--- src/rtl/button_step_ctrl.sv ---
// -----------------------------------------------------------------------------
// button_step_ctrl
//   Front-end for the 8-bit up/down counter. Two raw push-buttons are
//   synchronised and debounced. A press/repeat FSM then turns them into
//   single-cycle step pulses on `enable`, with the direction on `up`.
//
//   Optional feature macro: BTN_AUTO_REPEAT_EN
//     defined   : a held button repeats after REPEAT_DELAY cycles, then every
//                 REPEAT_PERIOD cycles (states DELAY / REPEAT).
//     undefined : exactly one pulse per press (state HELD). No repeat timer
//                 is built.
//
//   Ports
//     clk        in   system clock, rising edge
//     clr        in   asynchronous active-high reset
//     btn_up_raw in   raw increment button, active-high, asynchronous
//     btn_dn_raw in   raw decrement button, active-high, asynchronous
//     enable     out  one-cycle step pulse
//     up         out  step direction (1 = increment); holds between pulses
//     locked     out  high while both buttons are held (LOCKOUT)
// -----------------------------------------------------------------------------

// Per-button 2-flop synchroniser plus debounce counter.
module button_step_ctrl_debounce #(
  parameter int DEBOUNCE_CYCLES = 4,
  parameter int TMR_W           = 24
) (
  input  logic clk,
  input  logic clr,
  input  logic raw_i,
  output logic level_o
);
  logic [1:0]       sync_q;
  logic             level_q, level_d;
  logic [TMR_W-1:0] cnt_q, cnt_d;

  // Count consecutive cycles where the synchronised level disagrees with the
  // accepted level. The level flips on the D-th disagreeing cycle.
  always_comb begin
    level_d = level_q;
    cnt_d   = '0;
    if (sync_q[1] != level_q) begin
      if (cnt_q == TMR_W'(DEBOUNCE_CYCLES - 1)) begin
        level_d = sync_q[1];
      end else begin
        cnt_d = cnt_q + 1'b1;
      end
    end
  end

  always_ff @(posedge clk or posedge clr) begin
    if (clr) begin
      sync_q  <= '0;
      level_q <= 1'b0;
      cnt_q   <= '0;
    end else begin
      sync_q  <= {sync_q[0], raw_i};
      level_q <= level_d;
      cnt_q   <= cnt_d;
    end
  end

  assign level_o = level_q;
endmodule

module button_step_ctrl #(
  parameter int DEBOUNCE_CYCLES = 4,
  parameter int REPEAT_DELAY    = 20,
  parameter int REPEAT_PERIOD   = 8,
  parameter int TMR_W           = 24
) (
  input  logic clk,
  input  logic clr,
  input  logic btn_up_raw,
  input  logic btn_dn_raw,
  output logic enable,
  output logic up,
  output logic locked
);
  localparam int NUM_BTN = 2;
  localparam int MAX_TMR = (DEBOUNCE_CYCLES > REPEAT_DELAY)
                         ? ((DEBOUNCE_CYCLES > REPEAT_PERIOD) ? DEBOUNCE_CYCLES : REPEAT_PERIOD)
                         : ((REPEAT_DELAY > REPEAT_PERIOD) ? REPEAT_DELAY : REPEAT_PERIOD);

  if (DEBOUNCE_CYCLES < 2 || REPEAT_DELAY < 2 || REPEAT_PERIOD < 2 ||
      $clog2(MAX_TMR + 1) > TMR_W) begin : g_param_err
    $error("button_step_ctrl: parameter out of range");
  end

  // Bit 0 = increment button, bit 1 = decrement button.
  logic [NUM_BTN-1:0] raw, db;
  assign raw = {btn_dn_raw, btn_up_raw};

  for (genvar g = 0; g < NUM_BTN; g++) begin : g_btn
    button_step_ctrl_debounce #(
      .DEBOUNCE_CYCLES(DEBOUNCE_CYCLES),
      .TMR_W          (TMR_W)
    ) u_db (
      .clk    (clk),
      .clr    (clr),
      .raw_i  (raw[g]),
      .level_o(db[g])
    );
  end

  logic db_up, db_dn;
  assign db_up = db[0];
  assign db_dn = db[1];

`ifdef BTN_AUTO_REPEAT_EN
  typedef enum logic [1:0] {IDLE, DELAY, REPEAT, LOCKOUT} state_t;
  localparam logic [TMR_W-1:0] DELAY_LOAD  = TMR_W'(REPEAT_DELAY - 1);
  localparam logic [TMR_W-1:0] PERIOD_LOAD = TMR_W'(REPEAT_PERIOD - 1);
  logic [TMR_W-1:0] tmr_q, tmr_d;
`else
  typedef enum logic [1:0] {IDLE, HELD, LOCKOUT} state_t;
`endif

  state_t state_q, state_d;
  logic   enable_q, enable_d;
  logic   up_q, up_d;

  // While a press is being serviced, up_q remembers which button owns it.
  logic active, other;
  assign active = up_q ? db_up : db_dn;
  assign other  = up_q ? db_dn : db_up;

  always_comb begin
    state_d  = state_q;
    enable_d = 1'b0;
    up_d     = up_q;
`ifdef BTN_AUTO_REPEAT_EN
    tmr_d    = tmr_q;
`endif
    case (state_q)
      IDLE: begin
        if (db_up && db_dn) begin
          state_d = LOCKOUT;
        end else if (db_up || db_dn) begin
          enable_d = 1'b1;
          up_d     = db_up;
`ifdef BTN_AUTO_REPEAT_EN
          tmr_d    = DELAY_LOAD;
          state_d  = DELAY;
`else
          state_d  = HELD;
`endif
        end
      end
`ifdef BTN_AUTO_REPEAT_EN
      DELAY, REPEAT: begin
        // Release wins over a repeat pulse due on the same edge.
        if (!active) begin
          state_d = IDLE;
        end else if (other) begin
          state_d = LOCKOUT;
        end else if (tmr_q == '0) begin
          enable_d = 1'b1;
          tmr_d    = PERIOD_LOAD;
          state_d  = REPEAT;
        end else begin
          tmr_d = tmr_q - 1'b1;
        end
      end
`else
      HELD: begin
        if (!active) begin
          state_d = IDLE;
        end else if (other) begin
          state_d = LOCKOUT;
        end
      end
`endif
      LOCKOUT: begin
        if (!db_up && !db_dn) begin
          state_d = IDLE;
        end
      end
      default: state_d = IDLE;
    endcase
  end

  always_ff @(posedge clk or posedge clr) begin
    if (clr) begin
      state_q  <= IDLE;
      enable_q <= 1'b0;
      up_q     <= 1'b1;
`ifdef BTN_AUTO_REPEAT_EN
      tmr_q    <= '0;
`endif
    end else begin
      state_q  <= state_d;
      enable_q <= enable_d;
      up_q     <= up_d;
`ifdef BTN_AUTO_REPEAT_EN
      tmr_q    <= tmr_d;
`endif
    end
  end

  assign enable = enable_q;
  assign up     = up_q;
  assign locked = (state_q == LOCKOUT);
endmodule

--- config.mk ---
export PLATFORM = sky130hd
export DESIGN_NAME = button_step_ctrl
export DESIGN_NICKNAME = d
export VERILOG_FILES = /design/src/rtl/button_step_ctrl.sv
export SDC_FILE = /design/constraint.sdc
export NUM_CORES = 1
export LEC_CHECK = 0
export ABC_AREA = 0
export CAP_MARGIN = 25
export CORE_ASPECT_RATIO = 1.2
export CORE_MARGIN = 2
export CORE_UTILIZATION = 41
export DETAILED_ROUTE_END_ITERATION = 7
export HOLD_SLACK_MARGIN = 0.06
export SYNTH_ARGS = -nofsm -noshare
export SYNTH_HDL_FRONTEND = slang
export SYNTH_SLANG_ARGS = --single-unit
--- constraint.sdc ---
create_clock -name clk -period 2.2 [get_ports clk]
set_input_delay 0.44 -clock clk [delete_from_list [all_inputs] [get_ports clk]]
set_output_delay 0.44 -clock clk [all_outputs]
set_load 0.005 [all_outputs]
Word level (Yosys, flattened, before mapping)
Cells that the tools add are included.
{"block": "word_totals", "register_bits": 58, "latch_bits": 0, "mem_bits_rw": 0, "mem_bits_ro": 0, "input_bits": 4, "out_inout_bits": 3, "wordCells": 46, "n_memories": 0}
{"block": "op_classes", "add_sub_neg": 2, "multipliers": 0, "div": 0, "n_lt_le_gt_ge": 0, "n_eq_ne": 9, "shifts": 0, "muxes": 15, "bitwise": 1, "n_reduce_logical": 10}
{"op": "2-to-1 mux 24 bit", "count": 4}
{"op": "adder 24 x 1 -> 24 bit, second input constant", "count": 2}
{"op": "== test 24 x 2 -> 1 bit, second input constant", "count": 2}
{"op": "2-to-1 mux 2 bit", "count": 5}
{"op": "inequality test 3 bit, second input constant", "count": 2}
{"op": "one-hot mux 2 bit (3 select lines)", "count": 1}
{"op": "AND reduction 3 bit", "count": 2}
{"op": "2-to-1 mux 1 bit", "count": 5}
{"op": "AND reduction 2 bit", "count": 2}
{"op": "== test 2 x 1 -> 1 bit, second input constant", "count": 1}
{"op": "== test 2 bit, second input constant", "count": 1}
{"op": "logical AND 1 bit", "count": 2}
{"op": "zero test 1 bit", "count": 2}
{"op": "zero test 2 bit", "count": 1}
{"op": "inequality test 1 bit", "count": 2}
{"op": "inequality test 2 x 1 -> 1 bit, second input constant", "count": 1}
{"op": "logical OR 1 bit", "count": 1}
{"op": "inverter 1 bit", "count": 1}

Logic depth before layout (Yosys ltp)
Gate-level depths: netlist of the first run.
{"block": "logic_depth", "word_depth": 4, "mapped_depth": 6}

Modules after synthesis
A second synthesis of the first run with hierarchy kept.
{"block": "hier_totals", "cells_unflattened": 293, "hier_area_um2": 2960.3}
{"module": "button_step_ctrl_debounce", "n_inst": 2, "cells_each": 136, "area_each_um2": 1361.3, "seq_area_each_um2": 675.6}
{"module": "button_step_ctrl", "n_inst": 1, "cells_each": 21, "area_each_um2": 237.7, "seq_area_each_um2": 101.3}

Least setup slack after synthesis of the first run
Ideal clock, no wire load.
{"block": "synth_timing", "path_kind": "register to register", "startpoint": "reg g_btn[0].u_db.cnt_q[8]", "endpoint": "reg g_btn[0].u_db.cnt_q[23]", "setup_time_ps": 77, "arrival_ps": 1782, "path_slack_ps": 340, "path_stages_with_launch": 7, "path_cell_list": "dfrtp_1 clkbuf_1 nand4_1 or4b_1 buf_2 or4_1 a21oi_1"}
{"block": "synth_via", "elab_chain_cells": 3}
{"element": "from (decl)", "line": "35", "source": "logic [TMR_W-1:0] cnt_q, cnt_d;"}
{"element": "from (signal assigned)", "line": "59", "source": "cnt_q <= cnt_d;"}
{"element": "adder 24 x 1 -> 24 bit / == test 24 x 2 -> 1 bit (equally long branches)", "line": "46, 43"}
{"element": "2-to-1 mux 24 bit *", "line": "43", "source": "if (cnt_q == TMR_W'(DEBOUNCE_CYCLES - 1)) begin"}
{"element": "2-to-1 mux 24 bit *", "line": "42", "source": "if (sync_q[1] != level_q) begin"}
{"element": "net g_btn[0].u_db.cnt_d[23]", "line": "35"}
The timed path passes the listed nets; every way through them passes the cells marked *.
A chain may end at the register's enable or synchronous reset.

Worst setup path in the final report of the first run
{"block": "layout_timing", "startpoint": "reg g_btn[0].u_db.cnt_q[0]", "endpoint": "reg g_btn[0].u_db.cnt_q[22]"}
Same word-level chain as after synthesis.

==> out/results.ini, run 1 <==
[detailed_routing]
drt-pass1-iter-count=4
wl_per_cell_um=14.5
post-route-drc-count=0
drtIter0Drc=97
wirelength_um=5990
ant_nets=0
routed_via_density=5.54
vias=2289

[clocking]
numClockSinks=58
cts_tree=built
hold_buffers=0
cts_root_buf=clkbuf_8
cts_setup_buffers=0
htreeDepth=3
clk_pin_slew_ns=0.07
cts-buffers-inserted=9
clockBufferDepth=2
insertion_delay_ns=0.34
postCtsResizedCells=0

[final_layout]
fill_cells=661
regArea_um2=1450
syn_to_final_growth_pct=15.2
drive_gt1_share_pct=10.4
antennaDiodeCount=0
nets=331
multi_input_area_um2=1390

[pwr]
power_density_nw_per_um2=880
clkPwrFrac_pct=37.1
seq_power_share_pct=43.8
switching_share_pct=29.7
power_switching_mw=0.881
vdd_drop_max_mv=0.450
power.leakage_nw=1.37
pwr-share-comb_pct=19.1
p_int_mw=2.08
power_mw=2.96

[critical_path]
cpPeakStageDelay_ns=0.65
path_max_fanout=8
start_kind=register
required_ns=2.46
cp_slowest_cell=or4_1
path_class=reg -> reg
crit_arrival_ns=2.29
end_kind=register
cp_cell_sequence=ha_1 > nand3_1 > or4_1 > or3_1 > a21oi_1

[timing]
finalHoldViolCount=0
skew_ns=0.00691
relSlewSlack_pct=69.8
worst_pin_slew_ns=0.452
maxSlewViolCount=0
fmax_mhz=494
setup_viol=0
min_period_ns=2.02
tns_ns=0
finalCritPeriodShare_pct=92.0
rsz0062_at_grt=false

[synthesis]
async_flop_share_pct=100
synth-seq-cells=58
avgSynthCellArea_um2=9.58
yosysUniqueCellTypes=37
synth_edf_count=0
synthesis.area_um2=2920
ys_seq_area_share_pct=49.7
syn-num-nets=315
synth_cells=305
synth-main-ff-cell=dfrtp_1
ys_warn_count=0

[floorplanning]
io_pins=7
rows=33
design.core.area_um2=6850
die_w_um=81.1
start_util_pct=42.6
die_h_um=96.5
die_area_um2=7820

[placed_design]
hpwl_um=4180
globalplace.congestion=0.807
io_buffer_count=6

[global_route]
gr-total-overflow=0
grt_max_degree=25
grt_pass1_wl_um=10300
grt_use_total_pct=17.3
antenna_found_initial=0
first_global_vias=2202

[run_status]
status=finished clean

[job]
max_cap_viol_count=0

[hold_path]
hp-class=reg -> reg

## layout make-up
cell class	count	share of cell area [%]
Sequential cell	58	43.2
Multi-Input combinational cell	226	41.2
Timing Repair Buffer	16	4.76
Clock buffer	11	4.20
Tap cell	87	3.24
Clock inverter	5	2.31
Inverter	10	1.12
## power by group through the flow
stage               sequential (mW)  combinational [mW]  clock, mW
finish                         1.30               0.565       1.10
global route                   1.32               0.648       1.18
CTS                            1.30               0.581       1.13
detailed placement             1.32               0.580          0
global placement               1.31               0.562          0
floorplan                      1.28               0.408          0
## cells by family after synthesis
kind of cell	share of synthesized area (%)
flip-flops	49.7
XOR/XNOR	8.09
buffers and inverters	2.83
adder cells (fa/ha/maj)	2.57
AO/OA/AOI/OAI	8.31
AND/OR/NAND/NOR	27.3
multiplexers	1.16
## per-layer routing
| layer | global-route usage (%) | share of wire [%] | up-vias |
|---|---|---|---|
| met5 | 0 | 0 | - |
| met4 | 10.9 | 3.3 | 0 |
| met3 | 3.44 | 1.9 | 18 |
| met2 | 28.6 | 50 | 32 |
| met1 | 20.7 | 45 | 1107 |
| li1 | - | - | 1132 |
## cells in the mapped netlist (2+ instances only)
library cell,number,area (µm²)
nor2_1,35,131
nor4_1,12,75.1
o31ai_1,4,30.0
xnor2_1,13,114
nand3_1,16,80.1
dfrtp_1,57,1430
ha_1,6,75.1
or3_1,14,87.6
and3_1,6,37.5
a21oi_1,20,100
nor2b_1,2,12.5
nand4_1,18,113
clkbuf_1,8,30.0
nor3_1,6,30.0
nand2_1,17,63.8
xor2_1,14,123
and4_1,5,43.8
nor4b_1,2,17.5
or4_1,6,45.0
o21ai_0,14,70.1
inv_1,10,37.5
buf_2,2,10.0
mux2_2,3,33.8
nand2b_1,2,12.5
## metrics by stage
step	worst slack [ns]	hold slack, ns	std cells	utilization (%)	cell area, µm²
5_1_grt	0.0180	0.372	413	49.1	3360
4_1_cts	0.175	0.357	413	49.1	3360
6_report	0.176	0.351	413	49.1	3360
2_1_floorplan	0.334	0.331	305	-	2920
3_3_place_gp	0.255	0.338	397	45.9	3150
3_5_place_dp	0.179	0.346	397	45.9	3150
## registers in the layout (all words and copies together), names as in the netlist
signal	flops
g_btn.u_db.cnt_q	48
g_btn.u_db.sync_q	4
g_btn.u_db.level_o	2
state_q	2
enable	1
up	1
## cells in the final DEF, fill, tap and decap left out, types with 8 or more instances in the layout
| cell type | n |
|---|---|
| a21oi_1 | 20 |
| buf_4 | 8 |
| clkbuf_8 | 10 |
| dfrtp_1 | 57 |
| inv_1 | 9 |
| nand2_1 | 17 |
| nand3_1 | 16 |
| nand4_1 | 18 |
| nor2_1 | 35 |
| nor4_1 | 12 |
| o21ai_0 | 14 |
| or3_1 | 14 |
| xnor2_1 | 13 |
| xor2_1 | 14 |
## path summary, 6_finish.rpt
path / start / to / slack (ns) / cells past startpoint
setup / recovery: g_btn[0].u_db.cnt_q[0]$_DFF_PP0_ / g_btn[0].u_db.cnt_q[22]$_DFF_PP0_ / 0.18 / 5
hold / removal: g_btn[1].u_db.sync_q[0]$_DFF_PP0_ / g_btn[1].u_db.sync_q[1]$_DFF_PP0_ / 0.35 / 0
setup reg to reg: g_btn[0].u_db.cnt_q[0]$_DFF_PP0_ / g_btn[0].u_db.cnt_q[22]$_DFF_PP0_ / 0.18 / 5
hold reg to reg: g_btn[1].u_db.sync_q[0]$_DFF_PP0_ / g_btn[1].u_db.sync_q[1]$_DFF_PP0_ / 0.35 / 0
max in group asynchronous: clr / up$_DFFE_PP1P_ / 1.24 / 3
min in group asynchronous: clr / state_q[1]$_DFFE_PP0P_ / 0.43 / 2
## critical path: cells and delay by family (launching register included)
| kind | cells | cell delay [ns] |
|---|---|---|
| compound gates | 1 | 0.16 |
| simple gates | 3 | 1.11 |
| flops | 1 | 0.42 |
| fa+ha+maj | 1 | 0.27 |
Note: power is estimated with default switching activity, not from simulation.
==> run 2, diff against run 1 <==
CORE_UTILIZATION = 55   (was 41)
PLACE_DENSITY = 0.72   (was default)
==> run 2 against run 1 <==
  * Via count fell by 1.4%
  * Total power fell by 4.4%
  * Combinational power grew 2%
  * Critical path type unchanged
  * Highest routed layer unchanged
  * Largest cell class unchanged
  * Critical endpoint is now g_btn[0].u_db.cnt_q[23]$_DFF_PP0_
  * Clock-buffer cell count shrank 2
  * Global-route usage grew 4.1 points
  * Die area fell by 24%
==> out/results.ini, run 2 (same netlist as run 1, synthesis figures left out) <==
[global_route]
gr-total-overflow=0  ; unchanged
grt_max_degree=43  ; +72%
grt_use_total_pct=21.4  ; +4.1 points
grt_pass1_wl_um=10000  ; -2.6%
antenna_found_initial=0  ; unchanged
first_global_vias=2298  ; +4.4%

[final_layout]
largest_reg_flops=48  ; unchanged
antennaDiodeCount=0  ; unchanged
reg.largest.list=g_btn.u_db.cnt_q x48, g_btn.u_db.sync_q x4
fill_cells=442  ; -33%
final_cell_mix=dfrtp_1, nor2_1, a21oi_1, nand4_1, nand2_1
stdcell_area_um2=3280  ; -2.6%
syn_to_final_growth_pct=12.1
top_register=g_btn.u_db.cnt_q
mostFrequentLayoutCell=dfrtp_1
drive_gt1_share_pct=10.2  ; -0.21 points
nets=328  ; -0.91%

[timing]
finalCritPeriodShare_pct=91.1  ; -0.89 points
setup_viol=0  ; unchanged
tns_ns=0  ; unchanged
finalHoldViolCount=0  ; unchanged
fmax_mhz=499  ; +0.98%
rsz0062_at_grt=false
min_period_ns=2.00  ; -0.0196 ns
maxSlewViolCount=0  ; unchanged
skew_ns=0.00575  ; -0.00116 ns
layout_setup_ws_ns=0.196  ; +0.0196 ns
relSlewSlack_pct=71.7  ; +1.9 points
worst_pin_slew_ns=0.420  ; -0.0314 ns

[critical_path]
r2r_cells=4  ; -1
path_class=reg -> reg
path_max_fanout=9  ; +1
crit_arrival_ns=2.27  ; -0.02 ns
end_kind=register
start_kind=register
reg2reg_to=g_btn[0].u_db.cnt_q[23]$_DFF_PP0_
r2r-start=g_btn[0].u_db.cnt_q[2]$_DFF_PP0_
crit_start=g_btn[0].u_db.cnt_q[2]$_DFF_PP0_
required_ns=2.47  ; about the same
r2r_setup_slack_ns=0.20  ; +0.02 ns

[clocking]
htreeDepth=3  ; unchanged
clockBufferDepth=2  ; unchanged
clk_pin_slew_ns=0.07  ; about the same
insertion_delay_ns=0.34  ; about the same
numClockSinks=58  ; unchanged
cts_root_buf=clkbuf_8
cts-buffers-inserted=9  ; unchanged
cts_tree=built
cts_setup_buffers=0  ; unchanged

[hold_path]
whs_path_depth=0  ; unchanged
min_from=g_btn[1].u_db.sync_q[0]$_DFF_PP0_
hp-class=reg -> reg
min_to=g_btn[1].u_db.sync_q[1]$_DFF_PP0_

[job]
max_cap_viol_count=0  ; unchanged

[detailed_routing]
post-route-drc-count=0  ; unchanged
vias=2257  ; -1.4%
wl_per_cell_um=14.6  ; +0.61%
routed_via_density=5.86  ; +5.8%
ant_nets=0  ; unchanged
drt-pass1-iter-count=4  ; unchanged
drtIter0Drc=185  ; +91%
wirelength_um=5620  ; -6.2%

[floorplanning]
start_util_pct=56.3  ; +14 points
die_h_um=83.8  ; -13%
design.core.area_um2=5190  ; -24%
die_area_um2=5910  ; -24%
rows=29  ; -12%
die_w_um=70.5  ; -13%
io_pins=7  ; unchanged

[pwr]
seq_power_share_pct=45.9  ; +2.1 points
power_switching_mw=0.876  ; -0.58%
clkPwrFrac_pct=33.7  ; -3.4 points
p_int_mw=1.96  ; -6.0%
power_density_nw_per_um2=865  ; -1.8%
vdd_drop_max_mv=0.866  ; +93%
switching_share_pct=30.9  ; +1.2 points
power.leakage_nw=1.34  ; -2.5%
pwr-share-comb_pct=20.4  ; +1.3 points

[placed_design]
post-place-ws_ns=0.215  ; +0.0357 ns
globalplace.congestion=0.864  ; +7.1%
place_area_um2=3080  ; -2.1%
hpwl_um=3980  ; -4.8%
io_buffer_count=6  ; unchanged

[run_status]
status=finished clean

run 2: power groups by stage:
stage | logic [mW] | registers [mW] | clock network [mW]
detailed placement | 0.589 | 1.32 | 0
floorplan | 0.408 | 1.28 | 0
global placement | 0.576 | 1.31 | 0
CTS | 0.592 | 1.30 | 0.975
finish | 0.577 | 1.30 | 0.955
global route | 0.664 | 1.32 | 1.02
run 2: repair_timing:
item | CTS | global route
hold buffers | 0 | 0
endpoints found under the hold margin | 0 | 0
endpoints found under the setup margin | 0 | 1
gates resized for setup | 0 | 1
run 2: worst max-delay path, cell delays in order (launching register included):
cell,delay (ns)
dfrtp_1,0.46
nand4_2,0.19
or4b_1,0.70
or4_1,0.44
a21oi_1,0.15
run 2: stage by stage:
step	util [%]	hold WS [ns]	total power, mW	instances
after global placement	59.3	0.332	1.88	369
final	63.1	0.353	2.83	385
after floorplan	-	0.331	1.69	305
after global routing	63.1	0.355	3.00	385
after CTS	63.1	0.356	2.86	385
after detailed placement	59.3	0.341	1.91	369
run 2: worst max-delay path by stage:
stage / endpoint / slack (ns) / cells past startpoint
floorplan: enable$_DFF_PP0_ / 0.33 / 1
global placement: g_btn[0].u_db.cnt_q[23]$_DFF_PP0_ / 0.26 / 4
detailed placement: g_btn[0].u_db.cnt_q[18]$_DFF_PP0_ / 0.21 / 5
CTS: g_btn[0].u_db.cnt_q[23]$_DFF_PP0_ / 0.20 / 4
global route: g_btn[0].u_db.cnt_q[23]$_DFF_PP0_ / 0.08 / 4
finish: g_btn[0].u_db.cnt_q[23]$_DFF_PP0_ / 0.20 / 4
run 2: area by class of cell:
type                            instances  area (µm²)  area share [%]
Timing Repair Buffer                   13         125            3.82
Multi-Input combinational cell        226        1390            42.4
Inverter                               10        37.5            1.15
Clock buffer                            9         124            3.78
Tap cell                               62        77.6            2.37
Clock inverter                          7        68.8            2.10
Sequential cell                        58        1450            44.3
run 2: routing by layer:
metal	vias up	track usage, %	part of all wire [%]
met5	-	0	0
met2	32	36.0	52
met3	14	3.99	2.0
li1	1127	-	-
met4	0	12.7	2.8
met1	1084	25.3	44
==> run 3, diff against run 2 <==
GPL_ROUTABILITY_DRIVEN = 0   (was default)
==> results of run 3 <==
Final layout, timing and power as in run 2 (identical DEF).
